==> config.mk <==
export PLATFORM = sky130hd
export DESIGN_NAME = display_scan_ctrl
export DESIGN_NICKNAME = d
export VERILOG_FILES = /design/src/rtl/display_scan_ctrl.sv
export SDC_FILE = /design/constraint.sdc
export NUM_CORES = 1
export LEC_CHECK = 0
export ABC_AREA = 1
export CAP_MARGIN = 20
export CORE_MARGIN = 5
export CORE_UTILIZATION = 55
export CTS_BUF_LIST = sky130_fd_sc_hd__clkbuf_8
export DETAILED_ROUTE_END_ITERATION = 8
export GPL_ROUTABILITY_DRIVEN = 0
export PLACE_DENSITY_LB_ADDON = 0.3
export SYNTH_ARGS = -nofsm -noshare
export SYNTH_HDL_FRONTEND = slang
export SYNTH_SLANG_ARGS = --single-unit
==> constraint.sdc <==
create_clock -name clk -period 2.9 [get_ports clk]
set_input_delay 0.725 -clock clk [delete_from_list [all_inputs] [get_ports clk]]
set_output_delay 0.725 -clock clk [all_outputs]
set_load 0.005 [all_outputs]
==> src/rtl/display_scan_ctrl.sv <==
// Multiplexed 7-segment scanner: one GAP/DRIVE slot per digit and tear-free frame commit at the 3->0 wrap.
// Optional macro HEX_DECODE_EN decodes codes 10..15 as A,b,C,d,E,F instead of blanking them.
module display_scan_ctrl #(
  parameter int NUM_DIGITS   = 4,
  parameter int DIGIT_CYCLES = 50000,
  parameter int GAP_CYCLES   = 16,
  localparam int IDX_W = (NUM_DIGITS > 1) ? $clog2(NUM_DIGITS) : 1,
  localparam int CNT_W = (DIGIT_CYCLES > 1) ? $clog2(DIGIT_CYCLES) : 1
) (
  input  logic                    clk,
  input  logic                    rst_n,
  input  logic                    enable,
  input  logic [4*NUM_DIGITS-1:0] frame_in,
  input  logic [NUM_DIGITS-1:0]   blank_in,
  input  logic                    load,
  output logic                    load_ack,
  output logic                    pending,
  output logic [6:0]              seg_n,
  output logic [NUM_DIGITS-1:0]   an_n,
  output logic [IDX_W-1:0]        digit_idx
);

  localparam logic [0:0] S_GAP   = 1'b0;
  localparam logic [0:0] S_DRIVE = 1'b1;

  localparam logic [CNT_W-1:0] CNT_LAST = CNT_W'(DIGIT_CYCLES - 1);
  localparam logic [CNT_W-1:0] GAP_LAST = CNT_W'(GAP_CYCLES - 1);
  localparam logic [IDX_W-1:0] IDX_LAST = IDX_W'(NUM_DIGITS - 1);
  localparam logic [NUM_DIGITS-1:0] AN_ONE = NUM_DIGITS'(1);

  logic [0:0]              state_q, state_d;
  logic [CNT_W-1:0]        cnt_q, cnt_d;
  logic [IDX_W-1:0]        idx_q, idx_d;
  logic [4*NUM_DIGITS-1:0] act_frame_q, act_frame_d;
  logic [NUM_DIGITS-1:0]   act_blank_q, act_blank_d;
  logic [4*NUM_DIGITS-1:0] pend_frame_q, pend_frame_d;
  logic [NUM_DIGITS-1:0]   pend_blank_q, pend_blank_d;
  logic                    pending_q, pending_d;
  logic                    load_ack_q, load_ack_d;
  logic [6:0]              seg_n_q, seg_n_d;
  logic [NUM_DIGITS-1:0]   an_n_q, an_n_d;

  logic       wrap;
  logic       boundary;
  logic [3:0] cur_digit;
  logic       cur_blank;

  function automatic logic [6:0] seg_decode(input logic [3:0] d);
    logic [6:0] s;
    case (d)
      4'd0:    s = 7'b1000000;
      4'd1:    s = 7'b1111001;
      4'd2:    s = 7'b0100100;
      4'd3:    s = 7'b0110000;
      4'd4:    s = 7'b0011001;
      4'd5:    s = 7'b0010010;
      4'd6:    s = 7'b0000010;
      4'd7:    s = 7'b1111000;
      4'd8:    s = 7'b0000000;
      4'd9:    s = 7'b0010000;
`ifdef HEX_DECODE_EN
      4'd10:   s = 7'b0001000;
      4'd11:   s = 7'b0000011;
      4'd12:   s = 7'b1000110;
      4'd13:   s = 7'b0100001;
      4'd14:   s = 7'b0000110;
      4'd15:   s = 7'b0001110;
`endif
      default: s = 7'b1111111;
    endcase
    return s;
  endfunction

  always_comb begin
    state_d      = state_q;
    cnt_d        = cnt_q;
    idx_d        = idx_q;
    act_frame_d  = act_frame_q;
    act_blank_d  = act_blank_q;
    pend_frame_d = pend_frame_q;
    pend_blank_d = pend_blank_q;
    pending_d    = pending_q;
    load_ack_d   = 1'b0;

    wrap     = enable && (cnt_q == CNT_LAST);
    boundary = wrap && (idx_q == IDX_LAST);

    if (enable) begin
      if (wrap) begin
        cnt_d   = '0;
        state_d = S_GAP;
        idx_d   = (idx_q == IDX_LAST) ? '0 : idx_q + 1'b1;
      end else begin
        cnt_d = cnt_q + 1'b1;
        if (state_q == S_GAP && cnt_q == GAP_LAST) state_d = S_DRIVE;
      end
    end

    // Commit takes the pre-load pending contents; a same-cycle load then refills pending.
    if (boundary && pending_q) begin
      act_frame_d = pend_frame_q;
      act_blank_d = pend_blank_q;
      pending_d   = 1'b0;
      load_ack_d  = 1'b1;
    end
    if (load) begin
      pend_frame_d = frame_in;
      pend_blank_d = blank_in;
      pending_d    = 1'b1;
    end
  end

  // Segments and anodes come from the same pre-edge state, so they always switch together.
  always_comb begin
    cur_digit = act_frame_q[idx_q*4 +: 4];
    cur_blank = act_blank_q[idx_q];
    seg_n_d   = 7'b1111111;
    an_n_d    = '1;
    if (enable && state_q == S_DRIVE) begin
      an_n_d  = ~(AN_ONE << idx_q);
      seg_n_d = cur_blank ? 7'b1111111 : seg_decode(cur_digit);
    end
  end

  always_ff @(posedge clk or negedge rst_n) begin
    if (!rst_n) begin
      state_q      <= S_GAP;
      cnt_q        <= '0;
      idx_q        <= '0;
      act_frame_q  <= '0;
      act_blank_q  <= '1;
      pend_frame_q <= '0;
      pend_blank_q <= '1;
      pending_q    <= 1'b0;
      load_ack_q   <= 1'b0;
      seg_n_q      <= 7'b1111111;
      an_n_q       <= '1;
    end else begin
      state_q      <= state_d;
      cnt_q        <= cnt_d;
      idx_q        <= idx_d;
      act_frame_q  <= act_frame_d;
      act_blank_q  <= act_blank_d;
      pend_frame_q <= pend_frame_d;
      pend_blank_q <= pend_blank_d;
      pending_q    <= pending_d;
      load_ack_q   <= load_ack_d;
      seg_n_q      <= seg_n_d;
      an_n_q       <= an_n_d;
    end
  end

  assign load_ack  = load_ack_q;
  assign pending   = pending_q;
  assign seg_n     = seg_n_q;
  assign an_n      = an_n_q;
  assign digit_idx = idx_q;

endmodule

==> metrics.log, run 1 <==
INFO  metric outcome = finished, final reports clean
INFO  metric fin_nets = 508
INFO  metric synth.area.mux_share = 0%
INFO  metric yosys.cell_count.top_type = sky130_fd_sc_hd__nand2_1
INFO  metric place.detailed.hpwl = slightly above 5 mm
INFO  metric synth.cells.most_frequent = 179 x sky130_fd_sc_hd__nand2_1, 53 x sky130_fd_sc_hd__dfrtp_1, 36 x sky130_fd_sc_hd__inv_1
INFO  metric crit_path_start_kind = flop
INFO  metric worst_r2r_startpoint = digit_idx[0]
INFO  metric starting_density_of_the_core = a little under three fifths
INFO  metric dominantRegCellSynth = sky130_fd_sc_hd__dfrtp_1
INFO  metric gr-usage-all-layers = between 10% and 20%
INFO  metric yosys_warnings = 0
INFO  metric final_antenna_net_count = 0
INFO  metric drcViolationCount = 0
INFO  metric globalRoute.totalOverflow = 0
INFO  metric dr.first_iter.drc_count = roughly 180
INFO  metric cts_tree = done
INFO  metric crit_type = reg2out
INFO  metric dr.pass1.iters = 4
INFO  metric cts_buffers = 9
INFO  metric synth_edf_count = 0
INFO  metric finalSetupTns = 0 ns
INFO  metric synth-adder-area-share = under 10%
INFO  metric ioPinCount = 39
INFO  metric worst_slew_pin_slew = ~0.68 ns
INFO  metric worst_slew_margin_rel = 54.9%
INFO  metric area_growth = 19.0%
INFO  metric largest_net_degree_at_the_start_of_global_routing = 44
INFO  metric grt_setup_unrepaired = false
INFO  metric cts_resized = 0
INFO  metric grt_first_pass_wirelength = approximately 13 mm
INFO  metric slew_viol_final = 0
INFO  metric crit_slowest_cell = sky130_fd_sc_hd__dfrtp_1
INFO  metric maximum_fanout_along_the_worst_path = 17
INFO  metric hold_class = in2async
INFO  metric netlist-cell-type-count = 27
INFO  metric critical-path-top-delay-family = flip-flops
INFO  metric via_count = ~2,800
INFO  metric hold_violations = 0
INFO  metric max-cap-violations = 0
INFO  metric critPathRequiredTime = 2.17 ns
INFO  metric cp-startpoint = digit_idx[0]
INFO  metric final_setup_margin = 0.551 ns
INFO  metric worst_reg2reg_setup_slack = ~0.95 ns
INFO  metric netlist_area = ~3500 µm²
INFO  metric synth-compound-area-share = between 2 and 2.5%
INFO  metric critPathMaxStageDelay = ~0.68 ns
INFO  metric cts_setup_buffers = 0
INFO  metric period_minus_slack = around 2.3 ns
INFO  metric syn-mean-instance-area = roughly 8.1 µm²
INFO  metric postSynthNetCount = 468
INFO  metric synth_top_family_by_area = simple AND/OR/NAND/NOR gates
INFO  metric yosys.area.top_type = sky130_fd_sc_hd__dfrtp_1
INFO  metric floorplan.die.height = 89.9 µm
INFO  metric stdcell_area = between 4000 and 5000 µm²
INFO  metric floorplan.die.width = between 80 and 90 µm
INFO  metric post_cts_hold_buffer_count = 0
INFO  metric final_min_period_over_clock_period = between 80% and 90%
INFO  metric synthDominantCellAreaShare = 37.8%
INFO  metric routed_wirelength = just over 7 mm
INFO  metric port-buffer-count = 38
INFO  metric postSynthCellCount = 434
INFO  metric synth-seq-area-share = about half
INFO  metric reg2reg_depth = 10
INFO  metric drive_above_1_share = 11.3%
INFO  metric crit_cells = 1
INFO  metric detail_route.wl_per_cell = ~13 µm
INFO  metric routed_via_density = about 5
INFO  metric placementRows = 29
INFO  metric critical_path.endpoint = digit_idx[0]
INFO  metric nFillCells = 515
INFO  metric power-per-cell-area = ~580 nW/µm²
INFO  metric totalPowerFinal = between 2 and 2.5 mW
INFO  metric finClkSkew = 0.00907 ns
INFO  metric worstPathCellList = clkdlybuf4s50_1
INFO  metric die_area = ~8100 µm²
INFO  metric clock_latency = roughly 0.34 ns
INFO  metric cts.clk_slew.worst_paths = roughly 0.070 ns
INFO  metric multi_input_comb_area = ~1400 µm²
INFO  metric yosys.area_share.xor_xnor = under 10%
INFO  metric number_of_synthesized_register_bits = slightly above 70
INFO  metric simple_gate_fraction_of_synth_area = roughly 34%
INFO  metric core_area = 6280 µm²
INFO  metric ir_worst_vdd = 0.445 mV
INFO  metric static-leakage-power = 2.18 nW
INFO  metric grt_pass1_vias = approximately 2,800
INFO  metric antennaDiodeCount = 0
INFO  metric max_freq = between 0.4 and 0.5 GHz
INFO  metric crit_arrival = about 1.6 ns
INFO  metric synth_area_leaders = sky130_fd_sc_hd__dfrtp_1 38%, sky130_fd_sc_hd__nand2_1 19%, sky130_fd_sc_hd__dfstp_2 14%
INFO  metric cts_htree_levels = 3
INFO  metric timing.rr.end = seg_n[5]
INFO  metric ys_async_sr_fraction = 100%
INFO  metric clock_sink_count = slightly above 70
INFO  metric buffers_from_clock_root_to_sink_at_most = 2
INFO  metric placedInstanceArea = approximately 4000 µm²
INFO  metric placement.setup.worst_slack = between 0.6 and 0.7 ns
INFO  metric critical_path_buf_inv_count = 1
INFO  metric initial_antenna_violation_count = 0
INFO  metric setup_viol = 0
INFO  metric critPathCaptureType = output pin
INFO  metric cts.root.buffer_cell = sky130_fd_sc_hd__clkbuf_8
INFO  metric layout.area.seq = 1830 µm²
[layout by cell type (no fill, tap or decap)]
| cell | synthesis | final |
|---|---|---|
| sky130_fd_sc_hd__a21oi_1 | 6 | 6 |
| sky130_fd_sc_hd__a21oi_2 | 1 | 1 |
| sky130_fd_sc_hd__buf_12 | 0 | 1 |
| sky130_fd_sc_hd__buf_2 | 9 | 1 |
| sky130_fd_sc_hd__buf_4 | 0 | 5 |
| sky130_fd_sc_hd__bufinv_16 | 0 | 2 |
| sky130_fd_sc_hd__clkbuf_8 | 0 | 11 |
| sky130_fd_sc_hd__clkdlybuf4s50_1 | 0 | 37 |
| sky130_fd_sc_hd__clkinv_2 | 0 | 1 |
| sky130_fd_sc_hd__dfrtp_1 | 53 | 53 |
| sky130_fd_sc_hd__dfstp_2 | 19 | 19 |
| sky130_fd_sc_hd__ha_1 | 10 | 10 |
| sky130_fd_sc_hd__inv_1 | 36 | 37 |
| sky130_fd_sc_hd__inv_2 | 6 | 6 |
| sky130_fd_sc_hd__nand2_1 | 179 | 179 |
| sky130_fd_sc_hd__nand2_2 | 2 | 2 |
| sky130_fd_sc_hd__nand3_1 | 25 | 25 |
| sky130_fd_sc_hd__nand3_2 | 1 | 1 |
| sky130_fd_sc_hd__nand3b_1 | 2 | 2 |
| sky130_fd_sc_hd__nand4_1 | 27 | 27 |
| sky130_fd_sc_hd__nor2_1 | 27 | 27 |
| sky130_fd_sc_hd__nor2_2 | 1 | 1 |
| sky130_fd_sc_hd__nor2_4 | 1 | 1 |
| sky130_fd_sc_hd__nor2_8 | 1 | 1 |
| sky130_fd_sc_hd__nor3_1 | 6 | 6 |
| sky130_fd_sc_hd__nor3_2 | 1 | 1 |
| sky130_fd_sc_hd__nor3b_1 | 1 | 1 |
| sky130_fd_sc_hd__o21ai_0 | 5 | 5 |
| sky130_fd_sc_hd__o21ai_1 | 3 | 3 |
| sky130_fd_sc_hd__xnor2_1 | 1 | 1 |
| sky130_fd_sc_hd__xor2_1 | 5 | 5 |
[layer usage]
| metal | global-route usage, % | part of all wire, % | vias to the layer above |
|---|---|---|---|
| met2 | 28.9 | 46 | 70 |
| met1 | 26.6 | 47 | 1301 |
| met3 | 5.01 | 6.3 | 8 |
| met4 | 5.46 | 1.1 | 0 |
| met5 | 0 | 0 | - |
| li1 | - | - | 1442 |
[report_power, final]
group          internal (mW)  switching, mW  total (mW)
clock                  0.522          0.362       0.884
combinational          0.132          0.201       0.333
sequential              1.10          0.105        1.20
[layout make-up]
class                      count  share of cell area (%)
tap                           77                    2.31
sequential                    72                    43.7
inverter                      42                    3.77
timing repair buffer          44                    10.4
clock inverter                 4                    1.65
clock buffer                  11                    3.62
multi-input combinational    305                    34.6
[sequential cells by signal, indices dropped and copies added, names as in the netlist]
name          count
act_frame_q      16
cnt_q            16
pend_frame_q     16
seg_n             7
act_blank_q       4
an_n              4
pend_blank_q      4
digit_idx         2
load_ack          1
pending           1
state_q           1
[stage by stage]
step | hold WS (ns) | util, % | instances
2_1_floorplan | 0.429 | - | 434
3_3_place_gp | 0.455 | 63.1 | 540
3_5_place_dp | 0.460 | 63.1 | 540
4_1_cts | 0.431 | 66.6 | 555
5_1_grt | 0.469 | 66.6 | 555
6_report | 0.412 | 66.6 | 555
[kinds of logic after synthesis]
family | after synthesis
xor+xnor | 6
buf+inv | 57
fa+ha+maj | 10
flops | 72
simple gates | 274
compound gates | 15
[how the worst min path moves through the flow]
| stage | end | slack, ns | depth (start not counted) |
|---|---|---|---|
| after floorplan | act_frame_q[0] | 0.43 | 0 |
| after global placement | pend_blank_q[1] | 0.45 | 2 |
| after detailed placement | pend_frame_q[12] | 0.46 | 2 |
| after CTS | cnt_q[2] | 0.43 | 1 |
| after global routing | cnt_q[5] | 0.47 | 1 |
| final | cnt_q[2] | 0.41 | 1 |
Note: power is estimated with default switching activity, not from simulation.
==> run 2: changes to the inputs <==
clock period = 2.35 ns   (was 2.9 ns; I/O delays follow)
==> run 2 against run 1 <==
Utilization shrank 0.78 points. First-iteration DRC count decreased by 17%. Largest cell class unchanged. Global-route usage is 0.087 points higher. Routed wire length is 2.5% lower.
==> metrics.log, run 2 (synthesized netlist as in run 1, its figures left out) <==
INFO  metric critPathMaxStageDelay = 0.69 ns (about the same)
INFO  metric final_min_period_over_clock_period = a little over nine tenths
INFO  metric p_int = 1.90 mW (+8.4%)
INFO  metric max-cap-violations = 0 (unchanged)
INFO  metric drcViolationCount = 0 (unchanged)
INFO  metric gr-usage-all-layers = 19.0% (+0.087 points)
INFO  metric post_cts_hold_buffer_count = 0 (unchanged)
INFO  metric final_setup_margin = 0.121 ns (-0.430 ns)
INFO  metric layout.cells.most_common = sky130_fd_sc_hd__nand2_1
INFO  metric outcome = finished, final reports clean
INFO  metric worst_slew_margin_rel = 61.0% (+6.0 points)
INFO  metric static-leakage-power = 2.15 nW (-1.4%)
INFO  metric reg_top3 = act_frame_q x16, cnt_q x16, pend_frame_q x16
INFO  metric via_count = 2,863 (+1.5%)
INFO  metric worst_slew_pin_slew = 0.585 ns (-0.0907 ns)
INFO  metric port-buffer-count = 38 (unchanged)
INFO  metric fin_nets = 508 (unchanged)
INFO  metric cts_tree = done
INFO  metric finalSetupTns = 0 ns (unchanged)
INFO  metric switching_portion_of_total_power = 30.8% (+3.2 points)
INFO  metric ioPinCount = 39 (unchanged)
INFO  metric crit_path_start_kind = flop
INFO  metric timing.rr.end = seg_n[6]
INFO  metric cts.root.buffer_cell = sky130_fd_sc_hd__clkbuf_8
INFO  metric worst_reg2reg_setup_slack = 0.42 ns (-0.53 ns)
INFO  metric placement.setup.worst_slack = 0.213 ns (-0.403 ns)
INFO  metric core_area = 6280 µm² (unchanged)
INFO  metric floorplan.die.width = 89.9 µm (unchanged)
INFO  metric critical_path_buf_inv_count = 1 (unchanged)
INFO  metric power.sequential.fraction = 54.0% (+4.3 points)
INFO  metric power.combinational.fraction = 14.8% (+1.0 points)
INFO  metric worst_r2r_startpoint = digit_idx[0]
INFO  metric critPathRequiredTime = 1.76 ns (-0.41 ns)
INFO  metric power-per-cell-area = 665 nW/µm² (+15%)
INFO  metric period_minus_slack = 2.23 ns
INFO  metric clock_sink_count = 72 (unchanged)
INFO  metric placementRows = 29 (unchanged)
INFO  metric finalHoldWorstSlack = 0.234 ns (-0.178 ns)
INFO  metric place.detailed.hpwl = 4.94 mm (-1.8%)
INFO  metric slew_viol_final = 0 (unchanged)
INFO  metric die_area = 8080 µm² (unchanged)
INFO  metric antennaDiodeCount = 0 (unchanged)
INFO  metric crit_type = reg2out
INFO  metric reg2reg_depth = 10 (unchanged)
INFO  metric grt_first_pass_wirelength = 12.8 mm (+0.49%)
INFO  metric routed_via_density = 5.15 (+1.3%)
INFO  metric final_antenna_net_count = 0 (unchanged)
INFO  metric ir_worst_vdd = 0.551 mV (+24%)
INFO  metric globalRoute.totalOverflow = 0 (unchanged)
INFO  metric dr.first_iter.drc_count = 146 (-17%)
INFO  metric initial_antenna_violation_count = 0 (unchanged)
INFO  metric cts_setup_buffers = 0 (unchanged)
INFO  metric drive_above_1_share = 11.7% (+0.39 points)
INFO  metric most_used_cells_in_the_layout_excluding_fill_and_tap_cells = 179 x sky130_fd_sc_hd__nand2_1, 53 x sky130_fd_sc_hd__dfrtp_1, 37 x sky130_fd_sc_hd__clkdlybuf4s50_1, 36 x sky130_fd_sc_hd__inv_1
INFO  metric starting_density_of_the_core = 55.9% (unchanged)
INFO  metric cts_buffers = 9 (unchanged)
INFO  metric net-switching-power = 0.844 mW (+27%)
INFO  metric crit_arrival = 1.64 ns (+0.02 ns)
INFO  metric largest_net_degree_at_the_start_of_global_routing = 48 (+9.1%)
INFO  metric cts_resized = 0 (unchanged)
INFO  metric grt_pass1_vias = 2,795 (+1.6%)
INFO  metric hold_class = in2async
INFO  metric cts.clk_slew.worst_paths = 0.08 ns (about the same)
INFO  metric routed_wirelength = 7.06 mm (-2.5%)
INFO  metric finClkSkew = 0.00714 ns (-0.00194 ns)
INFO  metric critical-path-top-delay-family = flip-flops
INFO  metric hold_violations = 0 (unchanged)
INFO  metric max_freq = approximately 0.45 GHz
INFO  metric area_growth = 17.6%
INFO  metric clock_latency = 0.34 ns (about the same)
INFO  metric critPathCaptureType = output pin
INFO  metric buffers_from_clock_root_to_sink_at_most = 2 (unchanged)
INFO  metric crit_slowest_cell = sky130_fd_sc_hd__dfrtp_1
INFO  metric clock_power_share = 31.2% (-5.3 points)
INFO  metric grt_setup_unrepaired = false
INFO  metric dr.pass1.iters = 4 (unchanged)
INFO  metric detail_route.wl_per_cell = 12.7 µm (-2.6%)
INFO  metric setup_viol = 0 (unchanged)
INFO  metric cts_htree_levels = 3 (unchanged)
INFO  metric worstPathCellList = clkdlybuf4s50_1
INFO  metric floorplan.die.height = 89.9 µm (unchanged)
INFO  metric maximum_fanout_along_the_worst_path = 17 (unchanged)
==> run 2: stage by stage <==
stage	cells	utilization, %	instance area, µm²	power [mW]
finish	556	65.8	4130	2.75
CTS	556	65.8	4130	2.77
global placement	540	63.1	3960	1.90
global route	556	65.8	4130	2.92
detailed placement	540	63.1	3960	1.91
floorplan	434	-	3510	1.75
==> run 2: how the worst max path moves through the flow <==
stage / end / from / cells past startpoint / slack, ns
floorplan: seg_n[5] / digit_idx[0] / 10 / 0.90
global placement: act_frame_q[7] / enable / 7 / 0.29
detailed placement: act_blank_q[0] / enable / 7 / 0.21
CTS: digit_idx[0] / digit_idx[0] / 1 / 0.11
global route: digit_idx[0] / digit_idx[0] / 1 / 0.04
finish: digit_idx[0] / digit_idx[0] / 1 / 0.12
==> run 2: power by group through the flow <==
stage / Clock, mW / Sequential (mW) / Combinational [mW]
detailed placement: 0 / 1.50 / 0.410
floorplan: 0 / 1.46 / 0.299
CTS: 0.877 / 1.48 / 0.411
global route: 0.935 / 1.50 / 0.477
finish: 0.857 / 1.48 / 0.407
global placement: 0 / 1.50 / 0.398
==> run 2: metal layers <==
layer	routed length, µm	global-route usage (%)	vias to the layer above
li1	-	-	1451
met1	3330	26.3	1320
met2	3180	28.0	83
met3	428	5.51	9
met4	119	7.57	0
met5	0	0	-
==> run 2: final cells by class <==
type | instances | area, µm²
clock buffers | 9 | 124
clock inverters | 7 | 47.5
fillers | 523 | 2150
inverters | 42 | 158
multi-input cells | 305 | 1450
flip-flops and latches | 72 | 1830
well taps | 77 | 96.3
repair buffers | 44 | 433
==> run 3: changes to the inputs <==
CORE_ASPECT_RATIO = 1.5   (was not set)
==> run 3 against run 2 <==
Global-route usage is 0.086 points higher. Cell count is 0.18% lower. Sequential power hardly changed. Worst setup slack better by 0.18 ns. Critical path depth stayed put. Non-clock buffer count is 2 higher. Total power is 3.8% higher. Clock skew is 0.00061 ns lower.
==> metrics.log, run 3 (synthesized netlist as in run 1, its figures left out) <==
INFO  metric power.combinational.fraction = 14.2% (-0.6 points)
INFO  metric cts_buffers = 9 (unchanged)
INFO  metric critical_path_buf_inv_count = 1 (unchanged)
INFO  metric crit_cells = 1 (unchanged)
INFO  metric detail_route.wl_per_cell = 12.3 µm (-3.0%)
INFO  metric crit_slowest_cell = sky130_fd_sc_hd__clkdlybuf4s50_1
INFO  metric core_area = 6170 µm² (-1.6%)
INFO  metric clock_power_share = 33.8% (+2.6 points)
INFO  metric routed_via_density = 5.07 (-1.6%)
INFO  metric crit_type = reg2out
INFO  metric post_cts_hold_buffer_count = 0 (unchanged)
INFO  metric max-cap-violations = 0 (unchanged)
INFO  metric switching_portion_of_total_power = 29.4% (-1.3 points)
INFO  metric critPathRequiredTime = 1.76 ns (about the same)
INFO  metric crit_path_start_kind = flop
INFO  metric nFillCells = 505 (-3.4%)
INFO  metric cts_resized = 0 (unchanged)
INFO  metric final_min_period_over_clock_period = 87.4% (-7.5 points)
INFO  metric cts_setup_buffers = 0 (unchanged)
INFO  metric p_int = 2.01 mW (+5.7%)
INFO  metric placementRows = 35 (+21%)
INFO  metric ir_worst_vdd = 0.496 mV (-10%)
INFO  metric place.detailed.hpwl = 4.97 mm (+0.53%)
INFO  metric worstPathCellList = clkdlybuf4s50_1
INFO  metric floorplan.die.width = 75.2 µm (-16%)
INFO  metric reg2reg_depth = 10 (unchanged)
INFO  metric hold_violations = 0 (unchanged)
INFO  metric buffers_from_clock_root_to_sink_at_most = 2 (unchanged)
INFO  metric most_used_cells_in_the_layout_excluding_fill_and_tap_cells = 179 x sky130_fd_sc_hd__nand2_1, 53 x sky130_fd_sc_hd__dfrtp_1, 37 x sky130_fd_sc_hd__clkdlybuf4s50_1, 36 x sky130_fd_sc_hd__inv_1
INFO  metric power-per-cell-area = 684 nW/µm² (+2.9%)
INFO  metric starting_density_of_the_core = 56.9% (+0.93 points)
INFO  metric drive_above_1_share = 12.1% (+0.37 points)
INFO  metric critical-path-top-delay-family = buffers and inverters
INFO  metric worst_slew_margin_rel = 62.3% (+1.3 points)
INFO  metric slew_viol_final = 0 (unchanged)
INFO  metric grt_pass1_vias = 2,709 (-3.1%)
INFO  metric critPathCaptureType = output pin
INFO  metric hold_class = in2async
INFO  metric globalRoute.totalOverflow = 0 (unchanged)
INFO  metric maximum_fanout_along_the_worst_path = 9 (-8)
INFO  metric setup_viol = 0 (unchanged)
INFO  metric cts.clk_slew.worst_paths = 0.08 ns (about the same)
INFO  metric antennaDiodeCount = 0 (unchanged)
INFO  metric fin_nets = 510 (+0.39%)
INFO  metric routed_wirelength = 6.83 mm (-3.2%)
INFO  metric power.sequential.fraction = 52.0% (-2.0 points)
INFO  metric initial_antenna_violation_count = 0 (unchanged)
INFO  metric area_growth = 18.6%
INFO  metric die_area = 8120 µm² (+0.41%)
INFO  metric cts_htree_levels = 3 (unchanged)
INFO  metric dr.first_iter.drc_count = 179 (+23%)
INFO  metric grt_setup_unrepaired = false
INFO  metric max_freq = 0.487 GHz (+8.6%)
INFO  metric via_count = 2,812 (-1.8%)
INFO  metric final_antenna_net_count = 0 (unchanged)
INFO  metric grt_first_pass_wirelength = 11.8 mm (-7.5%)
INFO  metric largest_net_degree_at_the_start_of_global_routing = 73 (+52%)
INFO  metric clock_sink_count = 72 (unchanged)
INFO  metric static-leakage-power = 2.17 nW (+1.1%)
INFO  metric drcViolationCount = 0 (unchanged)
INFO  metric ioPinCount = 39 (unchanged)
INFO  metric dr.pass1.iters = 4 (unchanged)
INFO  metric port-buffer-count = 38 (unchanged)
INFO  metric crit_arrival = 1.47 ns (-0.17 ns)
INFO  metric cts.root.buffer_cell = sky130_fd_sc_hd__clkbuf_8
INFO  metric period_minus_slack = 2.05 ns (-0.176 ns)
INFO  metric finalSetupTns = 0 ns (unchanged)
INFO  metric gr-usage-all-layers = 19.1% (+0.086 points)
INFO  metric outcome = finished, final reports clean
INFO  metric finClkSkew = 0.00652 ns (-0.000614 ns)
INFO  metric floorplan.die.height = 108 µm (+20%)
INFO  metric clock_latency = 0.36 ns (+0.02 ns)
INFO  metric net-switching-power = 0.838 mW (-0.67%)
INFO  metric cts_tree = done
INFO  metric reg_top3 = act_frame_q x16, cnt_q x16, pend_frame_q x16
INFO  metric layout.cells.most_common = sky130_fd_sc_hd__nand2_1
INFO  metric worst_slew_pin_slew = 0.565 ns (-0.0204 ns)
INFO  metric critPathMaxStageDelay = 0.59 ns (-0.10 ns)
INFO  metric finalHoldWorstSlack = 0.238 ns (+0.00398 ns)
[run 3: layer usage]
metal  track usage, %  share of wire (%)  vias to the layer above
met2             33.6                 53                       52
met5                0                  0                        -
met1             20.8                 39                     1291
met4             10.4                3.0                        0
met3             3.64                4.6                       15
li1                 -                  -                     1454
[run 3: metrics by stage]
step	power [mW]	setup WS [ns]	util (%)	cells	instance area (µm²)
floorplan	1.75	0.898	-	434	3510
global placement	1.89	0.280	64.3	539	3970
detailed placement	1.91	0.239	64.3	539	3970
finish	2.85	0.297	67.4	555	4160
CTS	2.86	0.285	67.4	555	4160
global route	2.99	0.247	67.4	555	4160
[run 3: area by class of cell]
cell class                 count  area, µm²  share of cell area, %
multi-input combinational    305       1450                   34.7
clock buffer                   9        124                   2.97
sequential                    72       1830                   43.8
timing repair buffer          46        448                   10.8
tap                           74       92.6                   2.22
inverter                      42        158                   3.79
clock inverter                 7       70.1                   1.68
[run 3: worst paths after layout]
path                                   end  slack, ns       startpoint
max                           digit_idx[0]       0.30     digit_idx[0]
min                              cnt_q[12]       0.24            rst_n
max reg2reg                       seg_n[0]       0.66     digit_idx[0]
min reg2reg                pend_blank_q[3]       0.46  pend_blank_q[3]
max in group asynchronous  pend_blank_q[3]       1.78            rst_n
min in group clk           pend_blank_q[3]       0.46  pend_blank_q[3]
[run 3: power groups by stage]
stage	clock (mW)	combinational (mW)	sequential [mW]
global route	1.01	0.471	1.50
floorplan	0	0.299	1.46
finish	0.962	0.406	1.48
detailed placement	0	0.409	1.50
global placement	0	0.398	1.49
CTS	0.973	0.412	1.48
